--- src/rtl/pc_pkg.sv ---
// Shared types and helpers for the program-counter unit.
package pc_pkg;

   // Next-PC source, listed in priority order (highest first).
   typedef enum logic [2:0] {
      SRC_TRAP,
      SRC_MISALIGN,
      SRC_RAS,
      SRC_TARGET,
      SRC_HOLD,
      SRC_SEQ
   } pc_src_e;

   localparam logic [31:0] DEF_RESET_VECTOR = 32'h0000_0000;
   localparam logic [31:0] DEF_TRAP_VECTOR  = 32'h0000_0004;

   // Widest address the alignment helper accepts; callers zero-extend.
   localparam int ADDR_MAX = 64;

   // True when addr has any bit set below the instruction-size boundary.
   function automatic logic is_misaligned(input logic [ADDR_MAX-1:0] addr,
                                          input int unsigned         instr_bytes);
      logic [ADDR_MAX-1:0] mask;
      mask = ADDR_MAX'(instr_bytes) - ADDR_MAX'(1);
      return (addr & mask) != '0;
   endfunction

endpackage

--- src/rtl/pc_ras.sv ---
// Circular return-address stack: push, pop, replace-top, with overwrite-oldest on full.
module pc_ras
   import pc_pkg::*;
#(
   parameter int XLEN      = 32,
   parameter int RAS_DEPTH = 4
) (
   input  logic            clk,
   input  logic            rst_n,
   input  logic            push_i,
   input  logic            pop_i,
   input  logic [XLEN-1:0] wdata_i,
   output logic [XLEN-1:0] top_o,
   output logic            empty_o,
   output logic            full_o
);

   localparam int PW = $clog2(RAS_DEPTH);
   localparam int CW = PW + 1;

   logic [RAS_DEPTH-1:0][XLEN-1:0] stack;
   logic [PW-1:0]                  ptr;      // next free slot; top lives one below
   logic [PW-1:0]                  top_idx;
   logic [CW-1:0]                  cnt;

   assign top_idx = ptr - PW'(1);
   assign top_o   = stack[top_idx];
   assign empty_o = (cnt == '0);
   assign full_o  = (cnt == CW'(RAS_DEPTH));

   // Stack update; push+pop on a non-empty stack swaps the top in place,
   // push+pop on an empty stack degenerates to a plain push.
   always_ff @(posedge clk or negedge rst_n) begin
      if (!rst_n) begin
         stack <= '0;
         ptr   <= '0;
         cnt   <= '0;
      end else if (push_i && pop_i && !empty_o) begin
         stack[top_idx] <= wdata_i;
      end else if (push_i) begin
         // When full, slot ptr holds the oldest entry, so it is simply overwritten.
         stack[ptr] <= wdata_i;
         ptr        <= ptr + PW'(1);
         if (!full_o) cnt <= cnt + CW'(1);
      end else if (pop_i && !empty_o) begin
         ptr <= ptr - PW'(1);
         cnt <= cnt - CW'(1);
      end
   end

endmodule

--- src/rtl/pc_unit.sv ---
// Program-counter unit: PC register, sequential adder, next-PC priority mux,
// return-address stack and the misalign/underflow pulse registers.
module pc_unit
   import pc_pkg::*;
#(
   parameter int                  XLEN         = 32,
   parameter int unsigned         INSTR_BYTES  = 4,
   parameter logic [XLEN-1:0]     RESET_VECTOR = XLEN'(DEF_RESET_VECTOR),
   parameter logic [XLEN-1:0]     TRAP_VECTOR  = XLEN'(DEF_TRAP_VECTOR),
   parameter int                  RAS_DEPTH    = 4
) (
   input  logic            clk,
   input  logic            rst_n,
   input  logic            stall_i,
   input  logic            redirect_i,
   input  logic [XLEN-1:0] target_i,
   input  logic            call_i,
   input  logic            ret_i,
   input  logic            trap_i,
   output logic [XLEN-1:0] pc_o,
   output logic [XLEN-1:0] pc_plus_o,
   output logic [XLEN-1:0] pc_next_o,
   output logic            ras_empty_o,
   output logic            ras_full_o,
   output logic            ras_underflow_o,
   output logic            misaligned_o
);

   pc_src_e         src;
   logic            tgt_mis;
   logic            ras_push;
   logic            ras_pop;
   logic [XLEN-1:0] ras_top;

   assign pc_plus_o = pc_o + XLEN'(INSTR_BYTES);
   assign tgt_mis   = is_misaligned(ADDR_MAX'(target_i), INSTR_BYTES);

   // Pick the next-PC source by fixed priority; stall only blocks sequential advance.
   always_comb begin
      src = SRC_SEQ;
      if (trap_i)                                src = SRC_TRAP;
      else if (redirect_i && tgt_mis)            src = SRC_MISALIGN;
      else if (redirect_i && ret_i && !ras_empty_o) src = SRC_RAS;
      else if (redirect_i)                       src = SRC_TARGET;
      else if (stall_i)                          src = SRC_HOLD;
   end

   // Map the chosen source onto an address.
   always_comb begin
      pc_next_o = pc_plus_o;
      unique case (src)
         SRC_TRAP, SRC_MISALIGN: pc_next_o = TRAP_VECTOR;
         SRC_RAS:                pc_next_o = ras_top;
         SRC_TARGET:             pc_next_o = target_i;
         SRC_HOLD:               pc_next_o = pc_o;
         default:                pc_next_o = pc_plus_o;
      endcase
   end

   // Stack activity only on accepted, aligned redirects.
   assign ras_push = (src inside {SRC_RAS, SRC_TARGET}) && call_i;
   assign ras_pop  = (src inside {SRC_RAS, SRC_TARGET}) && ret_i;

   pc_ras #(
      .XLEN      (XLEN),
      .RAS_DEPTH (RAS_DEPTH)
   ) u_ras (
      .clk     (clk),
      .rst_n   (rst_n),
      .push_i  (ras_push),
      .pop_i   (ras_pop),
      .wdata_i (pc_plus_o),
      .top_o   (ras_top),
      .empty_o (ras_empty_o),
      .full_o  (ras_full_o)
   );

   // PC register plus one-cycle pulses; a return that lands on SRC_TARGET
   // can only mean the stack was empty.
   always_ff @(posedge clk or negedge rst_n) begin
      if (!rst_n) begin
         pc_o            <= RESET_VECTOR;
         ras_underflow_o <= 1'b0;
         misaligned_o    <= 1'b0;
      end else begin
         pc_o            <= pc_next_o;
         ras_underflow_o <= (src == SRC_TARGET) && ret_i;
         misaligned_o    <= (src == SRC_MISALIGN);
      end
   end

endmodule
--- config.mk ---
export PLATFORM = sky130hd
export DESIGN_NAME = pc_unit
export DESIGN_NICKNAME = d
export VERILOG_FILES = /design/src/rtl/pc_pkg.sv /design/src/rtl/pc_ras.sv /design/src/rtl/pc_unit.sv
export SDC_FILE = /design/constraint.sdc
export NUM_CORES = 1
export LEC_CHECK = 0
export BUFFER_PORTS_ARGS = -buffer_cell sky130_fd_sc_hd__buf_4
export CORE_MARGIN = 2
export CORE_UTILIZATION = 35
export CTS_CLUSTER_DIAMETER = 30
export DETAILED_ROUTE_END_ITERATION = 8
export GPL_TIMING_DRIVEN = 0
export SLEW_MARGIN = 25
export SYNTH_ARGS = -nofsm -noshare
export SYNTH_HDL_FRONTEND = slang
export SYNTH_SLANG_ARGS = --single-unit
--- constraint.sdc ---
create_clock -name clk -period 9.5 [get_ports clk]
set_clock_uncertainty 0.1 [all_clocks]
set_input_delay 1.425 -clock clk [delete_from_list [all_inputs] [get_ports clk]]
set_output_delay 1.425 -clock clk [all_outputs]
set_load 0.05 [all_outputs]
==> results of run 1 <==
## layout by cell type, fill, tap and decap left out, types with 25 or more instances in the layout
master    count
o21ai_0      25
inv_1        37
a21oi_1     118
buf_4       137
clkbuf_1     40
nand2_1      47
mux4_2       32
nor2_1      127
mux2_2       36
dfrtp_1     167
## logic make-up (layout without fill, tap and decap cells)
kind of cell / Yosys count / count (layout) / share of synthesized area [%]
xor+xnor: 31 / 31 / 3.37
mux: 71 / 71 / 13.6
buf+inv: 101 / 271 / 4.84
simple gates: 254 / 254 / 13.7
compound gates: 206 / 206 / 14.3
flops: 167 / 167 / 49.2
fa+ha+maj: 6 / 6 / 0.971
## flip-flops by register name, indices dropped and copies added (netlist names)
register,count
ras_underflow_o,1
u_ras.cnt,3
u_ras.ptr,2
misaligned_o,1
u_ras.stack,128
pc_o,32
## routing by layer
layer | share of wire, % | vias up | global-route usage [%]
met1 | 43 | 3678 | 30.6
met5 | 0 | - | 0
li1 | - | 3287 | -
met3 | 6.5 | 59 | 3.53
met2 | 47 | 338 | 35.1
met4 | 3.7 | 0 | 9.91
## worst reg2reg max path, delay by kind of cell, from the launching register on
kind | cells | cell delay, ns
buffers and inverters | 6 | 2.29
AO/OA/AOI/OAI | 3 | 0.52
AND/OR/NAND/NOR | 1 | 0.49
flip-flops | 1 | 0.38
multiplexers | 1 | 0.37
adder cells (fa/ha/maj) | 1 | 0.30
## how the worst max path moves through the flow
stage / startpoint / endpoint / slack (ns) / cells past startpoint
final: u_ras.ptr[0] / pc_next_o[4] / 2.90 / 13
after global routing: u_ras.ptr[0] / pc_next_o[4] / 2.63 / 13
after CTS: u_ras.ptr[0] / pc_next_o[4] / 2.90 / 13
after detailed placement: u_ras.ptr[0] / pc_next_o[4] / 3.41 / 13
after global placement: u_ras.ptr[0] / pc_next_o[4] / 3.44 / 13
after floorplan: target_i[1] / pc_next_o[26] / 3.97 / 6
## synthesized netlist by cell type (9+ instances only)
library cell,count
xnor2_1,20
clkbuf_1,39
inv_1,37
nor2_1,127
mux2_2,36
o21ai_0,25
and3_1,12
dfrtp_1,167
a21oi_1,118
nor3_1,13
buf_2,19
nand3_1,20
a22oi_1,12
nand2_1,47
mux4_2,32
xor2_1,9
## where the power goes
| part | internal (mW) | total (mW) | switching, mW |
|---|---|---|---|
| combinational | 0.384 | 0.872 | 0.488 |
| clock | 0.395 | 0.711 | 0.316 |
| sequential | 0.911 | 1.03 | 0.124 |
| total | 1.69 | 2.62 | 0.927 |
## through the flow
step,utilization [%],setup WS [ns],instances,cell area (sq um),hold slack (ns)
2_1_floorplan,-,3.97,836,8500,0.375
3_3_place_gp,41.2,3.44,1296,9930,0.384
3_5_place_dp,41.5,3.41,1298,10000,0.393
4_1_cts,43.9,2.90,1330,10600,0.411
5_1_grt,43.9,2.63,1330,10600,0.418
6_report,43.9,2.90,1330,10600,0.411
## cell type report
| class | instances | area, sq um | share of cell area, % |
|---|---|---|---|
| Sequential cell | 167 | 4180 | 39.5 |
| Multi-Input combinational cell | 568 | 3920 | 37.0 |
| Tap cell | 324 | 405 | 3.83 |
| Inverter | 38 | 143 | 1.35 |
| Buffer | 63 | 269 | 2.54 |
| Clock inverter | 14 | 161 | 1.52 |
| Clock buffer | 18 | 429 | 4.05 |
| Timing Repair Buffer | 138 | 1080 | 10.2 |
==> flow_summary.ini, run 1 <==
[outcome]
status = finished, final reports clean

[critical_path]
crit_path_top_delay_cell = clkbuf_1
worst_path_largest_cell_delay_ns = 0.61
critPathMostFrequentCell = buf_2
crit_family = buffers and inverters
timing.rr.end = pc_o[4]
reg2reg_depth = 12
cp-start-kind = flip-flop
regToRegSetupSlack_ns = 4.88
worstPathArrival_ns = 5.08
cp_max_fo = 10
worstPathCellList = buf_2 > buf_2 > buf_2 > inv_1 > ha_1 > clkbuf_1 > clkbuf_1 > mux4_2 > o21ai_0 > a21oi_1 > o22ai_1 > nor3_1 > buf_4
end_kind = output port
cp.buffers_inverters = 7
worstReg2RegStart = u_ras.ptr[0]
crit_required_ns = 7.98
worstSetupPathType = reg -> out

[synth]
syn_area_sq_mm = 0.00850
synth_top_cell_by_area = dfrtp_1
ys_seq_area_share_pct = 49.2
yosysWarnings = 0
synth_area_leaders = dfrtp_1 49%, mux4_2 8.5%, a21oi_1 6.9%
synth_cells = 836
synth_cell_types = 64
syn_area_per_cell_sq_um = 10.2
ys.flop_type = dfrtp_1
ys_async_sr_fraction_pct = 100
syn-num-nets = 881
synth_edf_count = 0
synth.ff_latch_count = 167
synth_top_cell_area_share_pct = 49.2

[clocking]
hold_buffers = 0
post_cts_resized = 0
cts_buffers = 17
clock_path_buffers = 2
clock_latency_ns = 0.44
path_clk_slew_ns = 0.07
tritoncts = done
post_cts_buffers = 0
cts.sinks = 167
cts_root_buffer = clkbuf_16
h-tree-depth = 4

[place]
finalWeightedCongestion = 0.910
io_buffers = 136
dp_hpwl_microns = 20700

[layout]
drive_gt1_share_pct = 27.2
nets = 1038
n_antenna_cell = 0
synthToLayoutAreaGrowth_pct = 24.5
nFillCells = 2346

[timing]
max_slew_margin_pct = 30.5
tns_ns = 0
setup_viol = 0
drv_slew = 0
fin_crit_sh_pct = 69.5
hold_violations = 0
max_freq_mhz = 151
rsz0062_at_grt = false
fin_crit_ns = 6.60
worst_pin_slew_ns = 1.03

[power]
power_density_mw_per_mm2 = 247
p_leak_nw = 4.92
finalPower_mw = 2.62
ir_drop_mv = 0.135

[floorplanning]
fp-row-count = 57
dieArea_sq_mm = 0.0256
die_w_microns = 160
fp.dieH_microns = 160
start_util_pct = 35.3
coreArea_sq_mm = 0.0241
boundaryPins = 139

[global_route]
first_global_vias = 7302
grt_usage_pct = 22.3
grt_max_degree = 73
antenna_found_initial = 0
overflow = 0
grt_pass1_wl_microns = 43400

[drt]
drc = 0
drtPass1Iterations = 5
wl_per_cell_microns = 21.4
viasPerCell = 5.54
vias = 7362
ant_nets = 0
routed_wl_microns = 28500
drtIter0Drc = 723

[run]
cap_violations = 0

[worst_hold_path]
hp-class = reg -> reg
whs_path_depth = 1
min_to = u_ras.stack[65]
min_from = u_ras.stack[65]
(Power assumes the default switching activity.)
==> run 2: changes to the inputs <==
==> constraint.sdc (replaced) <==
create_clock -name clk -period 5.4 [get_ports clk]
set_clock_uncertainty 0.1 [all_clocks]
set_input_delay 0.81 -clock clk [delete_from_list [all_inputs] [get_ports clk]]
set_output_delay 0.81 -clock clk [all_outputs]
set_load 0.05 [all_outputs]
==> flow_summary.ini, run 2 (synthesized netlist as in run 1, its figures left out) <==
[drt]
drtPass1Iterations = 5
ant_nets = 0
met2_wirelength_microns = 13200
met1Wirelength_microns = 12300
drc = 0
vias = 7361
routed_wl_microns = 28400
route.met3.wl_microns = 1810
viasPerCell = 5.54
highest_layer = met4
drtIter0Drc = 667
wl_per_cell_microns = 21.4

[run]
cap_violations = 0

[global_route]
grt_max_degree = 73
antenna_found_initial = 0
first_global_vias = 7304
grt_pass1_wl_microns = 43400
overflow = 0
grt_usage_pct = 22.3

[clocking]
clock_path_buffers = 2
cts_root_buffer = clkbuf_16
path_clk_slew_ns = 0.07
cts.sinks = 167
clock_latency_ns = 0.43
cts_buffers = 17
post_cts_buffers = 0
h-tree-depth = 4
tritoncts = done

[floorplanning]
coreArea_sq_mm = 0.0241
die_w_microns = 160
start_util_pct = 35.3
fp-row-count = 57
dieArea_sq_mm = 0.0256
boundaryPins = 139
fp.dieH_microns = 160

[layout]
synthToLayoutAreaGrowth_pct = 24.6
drive_gt1_share_pct = 27.6
top_register = u_ras.stack
most-common-layout-cells = 167 x dfrtp_1, 138 x buf_4, 127 x nor2_1
n_antenna_cell = 0
largestRegisters = u_ras.stack: 128 flops, pc_o: 32 flops, u_ras.cnt: 3 flops
layout_commonest_cell = dfrtp_1
design_area_sq_mm = 0.0106
nets = 1037
largest_reg_flops = 128

[critical_path]
worstPathCellList = buf_2 > clkbuf_4 > buf_4 > inv_1 > ha_1 > clkbuf_2 > mux4_2 > o21ai_0 > a21oi_1 > o22ai_1 > nor3_2 > buf_4
worst_path_largest_cell_delay_ns = 0.56
cp.buffers_inverters = 6
crit_path_top_delay_cell = ha_1
worstSetupPathType = reg -> out
path_depth = 12
critPathMostFrequentCell = buf_4
end_kind = output port
crit_required_ns = 4.49
reg2reg_depth = 11
regToRegSetupSlack_ns = 1.63
crit_family = buffers and inverters
worstReg2RegStart = u_ras.ptr[0]
cp_max_fo = 10
cp-start-kind = flip-flop
worstPathArrival_ns = 4.24
timing.rr.end = pc_o[4]

[place]
post_dp_cell_area_sq_mm = 0.0100
preCtsSetupSlack_ns = -0.0721
dp_hpwl_microns = 20700
finalWeightedCongestion = 0.910
io_buffers = 136

[power]
sw_frac_of_total_pct = 35.3
combPwrFrac_pct = 33.4
p_int_mw = 2.98
clkPwrFrac_pct = 27.0
seqPwrFrac_pct = 39.6
power_density_mw_per_mm2 = 434
p_sw_mw = 1.62
ir_drop_mv = 0.233
p_leak_nw = 4.92

[timing]
max_freq_mhz = 194
hold_violations = 0
setup_ws_ns = 0.246
worst_pin_slew_ns = 1.02
drv_slew = 0
max_slew_margin_pct = 30.9
setup_viol = 0
fin_crit_ns = 5.15
fin_crit_sh_pct = 95.4
hold_ws_ns = 0.124
rsz0062_at_grt = false

[outcome]
status = finished, final reports clean

[worst_hold_path]
hp-class = in -> async
[run 2: cell types whose count changed in the layout (fill, tap and decap cells not counted), sizes merged]
cell	before	now
buf	161	160
[run 2: what timing repair did]
item	in CTS	in global routing
resized for setup	2	5
setup endpoints to repair	21	11
hold buffers	0	0
hold endpoints to repair	0	0
[run 2: how the worst max path moves through the flow]
stage / from / endpoint / slack, ns
after CTS: u_ras.ptr[0] / pc_next_o[4] / 0.02
final: u_ras.ptr[0] / pc_next_o[4] / 0.25
after detailed placement: u_ras.ptr[0] / pc_next_o[4] / -0.07
after global routing: u_ras.ptr[0] / pc_next_o[4] / 0.04
after floorplan: u_ras.ptr[0] / pc_next_o[4] / 0.58
after global placement: u_ras.ptr[0] / pc_next_o[4] / -0.04
[run 2: power by group through the flow]
stage	Sequential (mW)	Clock [mW]	Combinational, mW
floorplan	1.82	0	1.08
global placement	1.82	0	1.49
detailed placement	1.83	0	1.53
CTS	1.81	1.26	1.54
global route	1.86	1.31	1.67
finish	1.82	1.24	1.54
[run 2: layout make-up]
| cell class | instances | area, sq um |
|---|---|---|
| buffer | 62 | 273 |
| inverter | 38 | 143 |
| timing repair buffer | 138 | 1080 |
| sequential | 167 | 4180 |
| clock buffer | 18 | 429 |
| clock inverter | 14 | 161 |
| fill | 2343 | 13500 |
| multi-input combinational | 568 | 3920 |
| tap | 324 | 405 |
[run 2: per-layer routing]
layer / vias up / GRT usage [%]
met3: 66 / 3.53
met2: 335 / 35.1
met5: - / 0
met1: 3670 / 30.6
met4: 0 / 9.91
li1: 3290 / -
[run 2: through the flow]
step | total power, mW | instances | util (%) | TNS (ns)
finish | 4.60 | 1329 | 44.0 | 0
global route | 4.84 | 1329 | 44.0 | 0
CTS | 4.60 | 1329 | 43.9 | 0
floorplan | 2.90 | 836 | - | 0
detailed placement | 3.36 | 1298 | 41.5 | -0.0721
global placement | 3.31 | 1296 | 41.2 | -0.0417
[run 2: worst reg2reg max path: cells and delay by family (launching register included)]
kind | cells | cell delay (ns)
AO/OA/AOI/OAI | 3 | 0.52
AND/OR/NAND/NOR | 1 | 0.37
adder cells (fa/ha/maj) | 1 | 0.56
buffers and inverters | 5 | 1.44
flip-flops | 1 | 0.39
multiplexers | 1 | 0.29
